## src/rtl/br_demux_bin_pkg.sv

```systemverilog
// Package for the binary-select flow-controlled demux.
//   br_demux_bin_state_e : buffer occupancy (EMPTY, ONE, TWO)
//   sel_in_range()       : true when a select value addresses an existing pop port
package br_demux_bin_pkg;

    typedef enum logic [1:0] {
        EMPTY = 2'd0,
        ONE   = 2'd1,
        TWO   = 2'd2
    } br_demux_bin_state_e;

    function automatic logic sel_in_range(input int unsigned sel,
                                          input int unsigned num_symbols);
        return sel < num_symbols;
    endfunction

endpackage

```

## src/rtl/br_demux_bin_flow_reg_stage.sv

```systemverilog
// One buffer slot holding {data, select, valid}.
//   clk, rst   : clock, asynchronous active-high reset
//   load       : capture in_data/in_select and set valid (wins over clear)
//   clear      : drop valid; data/select keep their last value
//   in_data    : payload to capture
//   in_select  : destination index to capture
//   valid      : slot occupied
//   data       : stored payload
//   select     : stored destination index
module br_demux_bin_flow_reg_stage
    import br_demux_bin_pkg::*;
#(
    parameter int SymbolWidth = 1,
    parameter int SelectWidth = 1
) (
    input  logic                   clk,
    input  logic                   rst,
    input  logic                   load,
    input  logic                   clear,
    input  logic [SymbolWidth-1:0] in_data,
    input  logic [SelectWidth-1:0] in_select,
    output logic                   valid,
    output logic [SymbolWidth-1:0] data,
    output logic [SelectWidth-1:0] select
);

    always_ff @(posedge clk or posedge rst) begin
        if (rst) begin
            valid  <= 1'b0;
            data   <= '0;
            select <= '0;
        end else if (load) begin
            valid  <= 1'b1;
            data   <= in_data;
            select <= in_select;
        end else if (clear) begin
            valid  <= 1'b0;
        end
    end

endmodule

```

## src/rtl/br_demux_bin_flow_reg.sv

```systemverilog
// 1-to-N demultiplexer with binary select and ready/valid flow control.
// Each accepted {data, select} beat is presented on pop port [select] only,
// from a registered head slot; delivery is strictly in order across ports.
//
// Configuration macro BR_DEMUX_BIN_FLOW_REG_SKID_EN:
//   defined   : 2-entry buffer (head + skid), push_ready is a register
//   undefined : 1-entry buffer, push_ready depends combinationally on pop_ready
//
// Ports:
//   clk, rst     : clock, asynchronous active-high reset
//   push_valid   : push beat valid
//   push_ready   : push beat accepted when push_valid & push_ready
//   push_select  : destination pop port index
//   push_data    : payload
//   pop_valid    : per-port valid, at most one bit set
//   pop_ready    : per-port ready (only the selected port's bit matters)
//   pop_data     : per-port payload, all driven from the head entry
//   drop         : 1-cycle pulse after an out-of-range beat was discarded
module br_demux_bin_flow_reg
    import br_demux_bin_pkg::*;
#(
    parameter  int NumSymbolsOut = 2,
    parameter  int SymbolWidth   = 1,
    localparam int SelectWidth   = $clog2(NumSymbolsOut)
) (
    input  logic                                    clk,
    input  logic                                    rst,
    input  logic                                    push_valid,
    output logic                                    push_ready,
    input  logic [SelectWidth-1:0]                  push_select,
    input  logic [SymbolWidth-1:0]                  push_data,
    output logic [NumSymbolsOut-1:0]                pop_valid,
    input  logic [NumSymbolsOut-1:0]                pop_ready,
    output logic [NumSymbolsOut-1:0][SymbolWidth-1:0] pop_data,
    output logic                                    drop
);

    br_demux_bin_state_e state, state_next;

    logic                   head_valid;
    logic [SymbolWidth-1:0] head_data;
    logic [SelectWidth-1:0] head_sel;
    logic                   head_load;
    logic                   head_clear;
    logic [SymbolWidth-1:0] head_in_data;
    logic [SelectWidth-1:0] head_in_sel;

    logic push_fire;
    logic pop_fire;
    logic in_range;
    logic enq;

    always_comb begin
        pop_valid = '0;
        pop_data  = '0;
        for (int unsigned i = 0; i < NumSymbolsOut; i++) begin
            pop_valid[i] = head_valid && (head_sel == SelectWidth'(i));
            pop_data[i]  = head_data;
        end
    end

    assign pop_fire  = |(pop_valid & pop_ready);
    assign in_range  = sel_in_range(32'(push_select), NumSymbolsOut);
    assign push_fire = push_valid && push_ready;
    // Out-of-range beats are consumed but never enqueued.
    assign enq       = push_fire && in_range;

    br_demux_bin_flow_reg_stage #(
        .SymbolWidth (SymbolWidth),
        .SelectWidth (SelectWidth)
    ) u_head (
        .clk       (clk),
        .rst       (rst),
        .load      (head_load),
        .clear     (head_clear),
        .in_data   (head_in_data),
        .in_select (head_in_sel),
        .valid     (head_valid),
        .data      (head_data),
        .select    (head_sel)
    );

`ifdef BR_DEMUX_BIN_FLOW_REG_SKID_EN
    logic                   push_ready_q;
    logic                   skid_valid;
    logic [SymbolWidth-1:0] skid_data;
    logic [SelectWidth-1:0] skid_sel;
    logic                   skid_load;
    logic                   skid_clear;

    br_demux_bin_flow_reg_stage #(
        .SymbolWidth (SymbolWidth),
        .SelectWidth (SelectWidth)
    ) u_skid (
        .clk       (clk),
        .rst       (rst),
        .load      (skid_load),
        .clear     (skid_clear),
        .in_data   (push_data),
        .in_select (push_select),
        .valid     (skid_valid),
        .data      (skid_data),
        .select    (skid_sel)
    );

    // Head always holds the oldest beat; skid only fills when the head
    // is occupied and not leaving, and refills the head on the next pop.
    always_comb begin
        state_next   = state;
        head_load    = 1'b0;
        head_clear   = 1'b0;
        head_in_data = push_data;
        head_in_sel  = push_select;
        skid_load    = 1'b0;
        skid_clear   = 1'b0;
        case (state)
            EMPTY: begin
                if (enq) begin
                    head_load  = 1'b1;
                    state_next = ONE;
                end
            end
            ONE: begin
                if (enq && pop_fire) begin
                    head_load = 1'b1;
                end else if (enq) begin
                    skid_load  = 1'b1;
                    state_next = TWO;
                end else if (pop_fire) begin
                    head_clear = 1'b1;
                    state_next = EMPTY;
                end
            end
            TWO: begin
                if (pop_fire) begin
                    head_load    = 1'b1;
                    head_in_data = skid_data;
                    head_in_sel  = skid_sel;
                    skid_clear   = 1'b1;
                    state_next   = ONE;
                end
            end
            default: state_next = EMPTY;
        endcase
    end

    assign push_ready = push_ready_q;
`else
    always_comb begin
        head_in_data = push_data;
        head_in_sel  = push_select;
        head_load    = enq;
        head_clear   = pop_fire && !enq;
        state_next   = state;
        if (enq) begin
            state_next = ONE;
        end else if (pop_fire) begin
            state_next = EMPTY;
        end
    end

    assign push_ready = !head_valid || pop_fire;
`endif

    always_ff @(posedge clk or posedge rst) begin
        if (rst) begin
            state <= EMPTY;
            drop  <= 1'b0;
`ifdef BR_DEMUX_BIN_FLOW_REG_SKID_EN
            push_ready_q <= 1'b1;
`endif
        end else begin
            state <= state_next;
            drop  <= push_fire && !in_range;
`ifdef BR_DEMUX_BIN_FLOW_REG_SKID_EN
            push_ready_q <= (state_next != TWO);
`endif
        end
    end

    a_onehot_pop: assert property (@(posedge clk) disable iff (rst)
        $onehot0(pop_valid));

    a_push_hold: assert property (@(posedge clk) disable iff (rst)
        push_valid && !push_ready |=>
            push_valid && $stable(push_data) && $stable(push_select));

    a_drop_idle: assert property (@(posedge clk) disable iff (rst)
        !push_valid ##1 !push_valid |-> !drop);

    a_head_state: assert property (@(posedge clk) disable iff (rst)
        head_valid == (state != EMPTY));

`ifdef BR_DEMUX_BIN_FLOW_REG_SKID_EN
    a_skid_state: assert property (@(posedge clk) disable iff (rst)
        skid_valid == (state == TWO));
`endif

endmodule
```

## config.mk

```make
export PLATFORM = sky130hd
export DESIGN_NAME = br_demux_bin_flow_reg
export DESIGN_NICKNAME = d
export VERILOG_FILES = /design/src/rtl/br_demux_bin_pkg.sv /design/src/rtl/br_demux_bin_flow_reg_stage.sv /design/src/rtl/br_demux_bin_flow_reg.sv
export SDC_FILE = /design/constraint.sdc
export NUM_CORES = 1
export LEC_CHECK = 0
export CELL_PAD_IN_SITES_DETAIL_PLACEMENT = 1
export CELL_PAD_IN_SITES_GLOBAL_PLACEMENT = 1
export CORE_AREA = 2 2 39 41
export DETAILED_ROUTE_END_ITERATION = 8
export DIE_AREA = 0 0 41 43
export PLACE_DENSITY = 0.5
export SYNTH_ARGS = -nofsm -noshare
export SYNTH_HDL_FRONTEND = slang
export SYNTH_SLANG_ARGS = --single-unit
```

## constraint.sdc

```tcl
create_clock -name clk -period 2.3 [get_ports clk]
set_input_delay 0.575 -clock clk [delete_from_list [all_inputs] [get_ports clk]]
set_output_delay 0.575 -clock clk [all_outputs]
set_load 0.02 [all_outputs]
```

==> results of run 1 <==
-- sequential cells by signal, summed over array words and instances (netlist names) --
signal and flops:
u_head.data 1, u_head.select 1, u_head.valid 1
-- cell families (layout without fill, tap and decap cells) --
kind of cell	count (synthesis)	after routing	share of synthesized area
AOI/OAI and AO/OA	4	4	0.166
muxes	2	2	0.113
and+or+nand+nor	5	5	0.146
other	1	1	0.0198
buffers and inverters	5	19	0.159
DFF	3	3	0.397
-- layer usage --
metal / GRT usage / wire (um)
met5: 0 / 0
met1: 0.0744 / 201
met2: 0.0844 / 210
met3: 0.0366 / 68
met4: 0.100 / 15
-- where the power goes --
part           switching [mW]  internal (mW)
logic                  0.0395         0.0509
registers             0.00870         0.0612
clock network          0.0292         0.0651
-- cells in the final DEF (no fill, tap or decap) --
master,count
a21boi_1,1
a21o_2,1
a22o_2,1
and2_2,1
buf_4,2
clkbuf_1,1
clkbuf_4,3
clkdlybuf4s50_1,10
conb_1,1
dfrtp_1,3
dlygate4sd2_1,1
inv_1,2
mux2_1,1
mux2i_1,1
nand2_1,1
nand2b_1,2
nor2_1,1
o21ai_0,1
-- per-stage QoR --
| step | hold WS (ns) | instances | area [sq um] | setup TNS [ns] |
|---|---|---|---|---|
| floorplan | 0.329 | 20 | 189 | 0 |
| global placement | 0.491 | 46 | 312 | -0.121 |
| detailed placement | 0.516 | 46 | 312 | -0.129 |
| CTS | 0.523 | 50 | 337 | 0 |
| global route | 0.528 | 50 | 337 | 0 |
| finish | 0.513 | 50 | 337 | 0 |
-- worst reg2reg max path, stage by stage (launching register included) --
cell      delay, ns
dfrtp_1        0.41
mux2i_1        0.15
buf_4          0.14
a21boi_1       0.18
mux2_1         0.34
-- layout make-up --
class	count	area, sq um	share of cell area
clock buffers	4	26.3	0.0781
inverters	2	7.51	0.0223
multi-input cells	12	83.8	0.249
flip-flops and latches	3	75.1	0.223
well taps	16	20.0	0.0595
repair buffers	13	124	0.368
-- final timing paths --
kind / from / end / slack [ns] / depth (start not counted)
max: pop_ready[1] / push_ready / 0.11 / 4
min: u_head.data / u_head.data / 0.51 / 1
max reg2reg: u_head.select / u_head.data / 0.95 / 4
min reg2reg: u_head.data / u_head.data / 0.51 / 1
max in group asynchronous: rst / u_head.data / 1.64 / 2
min in group asynchronous: rst / u_head.select / 0.52 / 2
-- repair_timing --
item	in CTS	in global routing
gates resized for setup	1	0
endpoints found under the setup margin	1	0
setup buffers	0	0
==> results.cfg, run 1 <==
[outcome]
outcome = finished, final reports clean

[setup_path]
criticalPathCategory = in -> out
worstSetupStartpointType = primary input
critical_path_arrival_ns = 1.61
critPathMaxFanout = 2
cp.required_ns = 1.73
slowest_stage = clkdlybuf4s50_1
cp-end-kind = primary output
crit_path_max_incr_delay_ns = 0.42
cp_num_buf_inv = 2
cpLargestDelayFamily = buffers and inverters
crit_path_cell_trace = clkdlybuf4s50_1, mux2i_1, nand2_1, dlygate4sd2_1

[power_and_ir_drop]
p_leak_nw = 0.154
power_density_nw_per_um2 = 757
power_mw = 0.255
vdd_drop_max_mv = 0.150

[final_layout]
area_growth_pct = 78.1
diodes = 0
final_util = 0.243
fill_cells = 162
nNetsFinal = 42
final_layout_size_suffix_gt1_frac = 0.235

[die]
io-pin-count = 13
core_area_sq_um = 1380
dieWidth_um = 41
die_area_sq_um = 1760
die_h_um = 43
placementRows = 14
start_util = 0.137

[clocking]
cts_hold_buf = 0
clockBufferDepth = 2
h-tree-depth = 1
cts_num_sinks = 3
cts_tree = done
cts_buffers = 3
clockRootBuffer = clkbuf_4
clk_latency_ns = 0.24
clk_pin_slew_ns = 0.03

[drt]
drt_iter0_markers = 0
drtAntennaViolNets = 0
drtPass1Iterations = 1
vias = 183
via_per_inst = 3.66
wire_per_inst_um = 9.92
drc_errors = 0
wl_um = 496

[placed_design]
post-place-ws_ns = -0.129
place.gp.congestion = 0.613
hpwl_um = 384
io_buffers = 11

[synth]
yosysTopAreaCellShare = 0.397
synth-edff-count = 0
synthCells = 20
ys_ff_latch = 3
netlist_top_cells_area = dfrtp_1 40%, buf_4 12%, nand2b_1 6.6%, mux2_1 6.0%, a22o_2 5.3%
ys_types = 14
synth_common_cells = 3 x buf_4, 3 x dfrtp_1, 2 x inv_1, 2 x nand2b_1
netlist_area_sq_um = 189
ys_seq_area_frac = 0.397
synth_ff_type = dfrtp_1
yosys_warnings = 0
synth_fp_nets = 27
yosysTopAreaCell = dfrtp_1
async_reset_ff_frac = 1.00
syn-mean-instance-area_sq_um = 9.45

[sta]
setup_viol = 0
period_needed_ns = 2.19
hold_viol_final = 0
fin_skew_ns = 0.00304
period_share = 0.952
grt_setup_unrepaired = false
timing.fmax_ghz = 0.457
slew_violations = 0
layout_setup_ws_ns = 0.110

[job]
cap_violations = 0

[worst_hold_path]
hp-class = reg -> reg

[grt]
grt-ovfl-total = 0
antenna_found_initial = 0
grt_pass1_wl_um = 759
grt_start_max_net_pins = 6
grt_pass1_vias = 193
track_usage = 0.0724
No activity file was read; power rests on OpenSTA's default activity.
==> run 2: changes to the inputs <==
SYNTH_HIERARCHICAL = 1   (was not set)
==> results.cfg, run 2 <==
[outcome]
outcome = finished, final reports clean

[placed_design]
place.gp.congestion = 0.546
post-place-cells = 43
hpwl_um = 332
io_buffers = 11

[synth]
netlist_top_cells_area = dfrtp_1 39%, buf_4 12%, mux2_2 12%, nor3b_2 6.6%, mux2i_1 5.3%
synth_fp_nets = 25
syn-mean-instance-area_sq_um = 10.6
netlist_area_sq_um = 190
yosysTopAreaCellShare = 0.395
ys_ff_latch = 3
ys_seq_area_frac = 0.395
synthCells = 18
async_reset_ff_frac = 1.00
yosysTopAreaCell = dfrtp_1
synth_ff_type = dfrtp_1
synth_common_cells = 3 x buf_4, 3 x dfrtp_1, 2 x inv_1, 2 x mux2_2
synth-edff-count = 0
ys_types = 12
yosys_warnings = 6

[sta]
fin_setup_tns_ns = 0
setup_viol = 0
period_share = 0.917
grt_setup_unrepaired = false
fin_skew_ns = 0.00385
period_needed_ns = 2.11
slew_violations = 0
hold_viol_final = 0
timing.fmax_ghz = 0.474

[die]
core_area_sq_um = 1380
die_h_um = 43
dieWidth_um = 41
start_util = 0.137
io-pin-count = 13
placementRows = 14
die_area_sq_um = 1760

[final_layout]
fill_cells = 162
nNetsFinal = 39
multi_input_area_sq_um = 85.1
final_common_cell = clkdlybuf4s50_1
layout_common_cells = 10 x clkdlybuf4s50_1, 3 x clkbuf_4, 3 x dfrtp_1
diodes = 0
regArea_sq_um = 75.1
final_layout_size_suffix_gt1_frac = 0.323
finalNonFillerCells = 47
final_util = 0.239
area_growth_pct = 73.7
layout_top_registers = u_head/data: 1 flops, u_head/select: 1 flops, u_head/valid: 1 flops

[drt]
wire_per_inst_um = 8.51
drtPass1Iterations = 2
drc_errors = 0
drtAntennaViolNets = 0
via_per_inst = 3.43
drt_iter0_markers = 1
wl_um = 400
vias = 161

[grt]
track_usage = 0.0673
grt_pass1_vias = 195
antenna_found_initial = 0
grt_start_max_net_pins = 7
grt-ovfl-total = 0
grt_pass1_wl_um = 703

[setup_path]
criticalPathCategory = in -> out
r2r_start = u_head/select
slowest_stage = clkdlybuf4s50_1
crit_start = pop_ready[1]
crit_path_max_incr_delay_ns = 0.40
worstSetupStartpointType = primary input
cp.required_ns = 1.73
cp-end-kind = primary output
critPathMaxFanout = 2
critical_path_arrival_ns = 1.53
crit_path_cell_trace = clkdlybuf4s50_1, mux2i_1, nand2_1, dlygate4sd2_1
reg2reg_slack_ns = 0.87

[clocking]
cts_tree = done
ctsResizeCount = 1
post_cts_buffers = 0
h-tree-depth = 1
clk_pin_slew_ns = 0.04
clockRootBuffer = clkbuf_4
clockBufferDepth = 2
cts_buffers = 3
clk_latency_ns = 0.23
cts_hold_buf = 0
cts_num_sinks = 3

[worst_hold_path]
hp-class = in -> async

[power_and_ir_drop]
power_density_nw_per_um2 = 1240
vdd_drop_max_mv = 0.356
p_leak_nw = 0.143

[job]
cap_violations = 0
[run 2: changes by cell type in the layout (fill, tap and decap cells not counted), sizes merged]
cell    previous run  this run
a22o               1         0
and2b              0         1
buf                2         1
mux2               1         2
nand2b             2         0
nor2               1         0
nor3b              0         1
o21ai              1         0
[run 2: worst paths after layout]
path / endpoint / cells after the start
max: push_ready / 4
min: u_head/select / 2
max reg2reg: u_head/data / 4
min reg2reg: u_head/data / 1
max in group asynchronous: u_head/valid / 2
min in group clk: u_head/data / 1
[run 2: cell type report]
cell class / instances / share of cell area
Inverter: 2 / 0.0227
Timing Repair Buffer: 12 / 0.352
Clock buffer: 4 / 0.0795
Multi-Input combinational cell: 10 / 0.258
Tap cell: 16 / 0.0606
Sequential cell: 3 / 0.227
[run 2: metal layers]
layer / GRT usage / vias to the layer above / share of wire
li1: - / 79 / -
met1: 0.0516 / 78 / 0.32
met2: 0.0938 / 4 / 0.61
met3: 0.0471 / 0 / 0.063
met4: 0.0800 / 0 / 0
met5: 0 / - / 0
[run 2: kinds of logic after synthesis]
family                 after synthesis  synth area share
buffers and inverters                5             0.158
and+or+nand+nor                      4             0.171
muxes                                3             0.171
DFF                                  3             0.395
AOI/OAI and AO/OA                    2            0.0855
other                                1            0.0197
[run 2: critical path, delay by kind of cell]
kind / cells / cell delay (ns)
buf+inv: 2 / 0.72
mux: 1 / 0.18
simple gates: 1 / 0.07
[run 2: through the flow]
step	hold slack [ns]	worst slack [ns]	power (mW)	instance area, sq um
5_1_grt	0.517	0.119	0.440	330
3_5_place_dp	0.537	-0.0621	0.327	305
2_1_floorplan	0.329	0.737	0.239	190
4_1_cts	0.511	0.175	0.420	330
6_report	0.511	0.191	0.410	330
3_3_place_gp	0.518	-0.0474	0.323	305
[run 2: where the power goes]
group	switching (mW)	internal, mW	total (mW)
Sequential	0.0228	0.0762	0.0990
Combinational	0.0951	0.123	0.218
Clock	0.0283	0.0651	0.0934
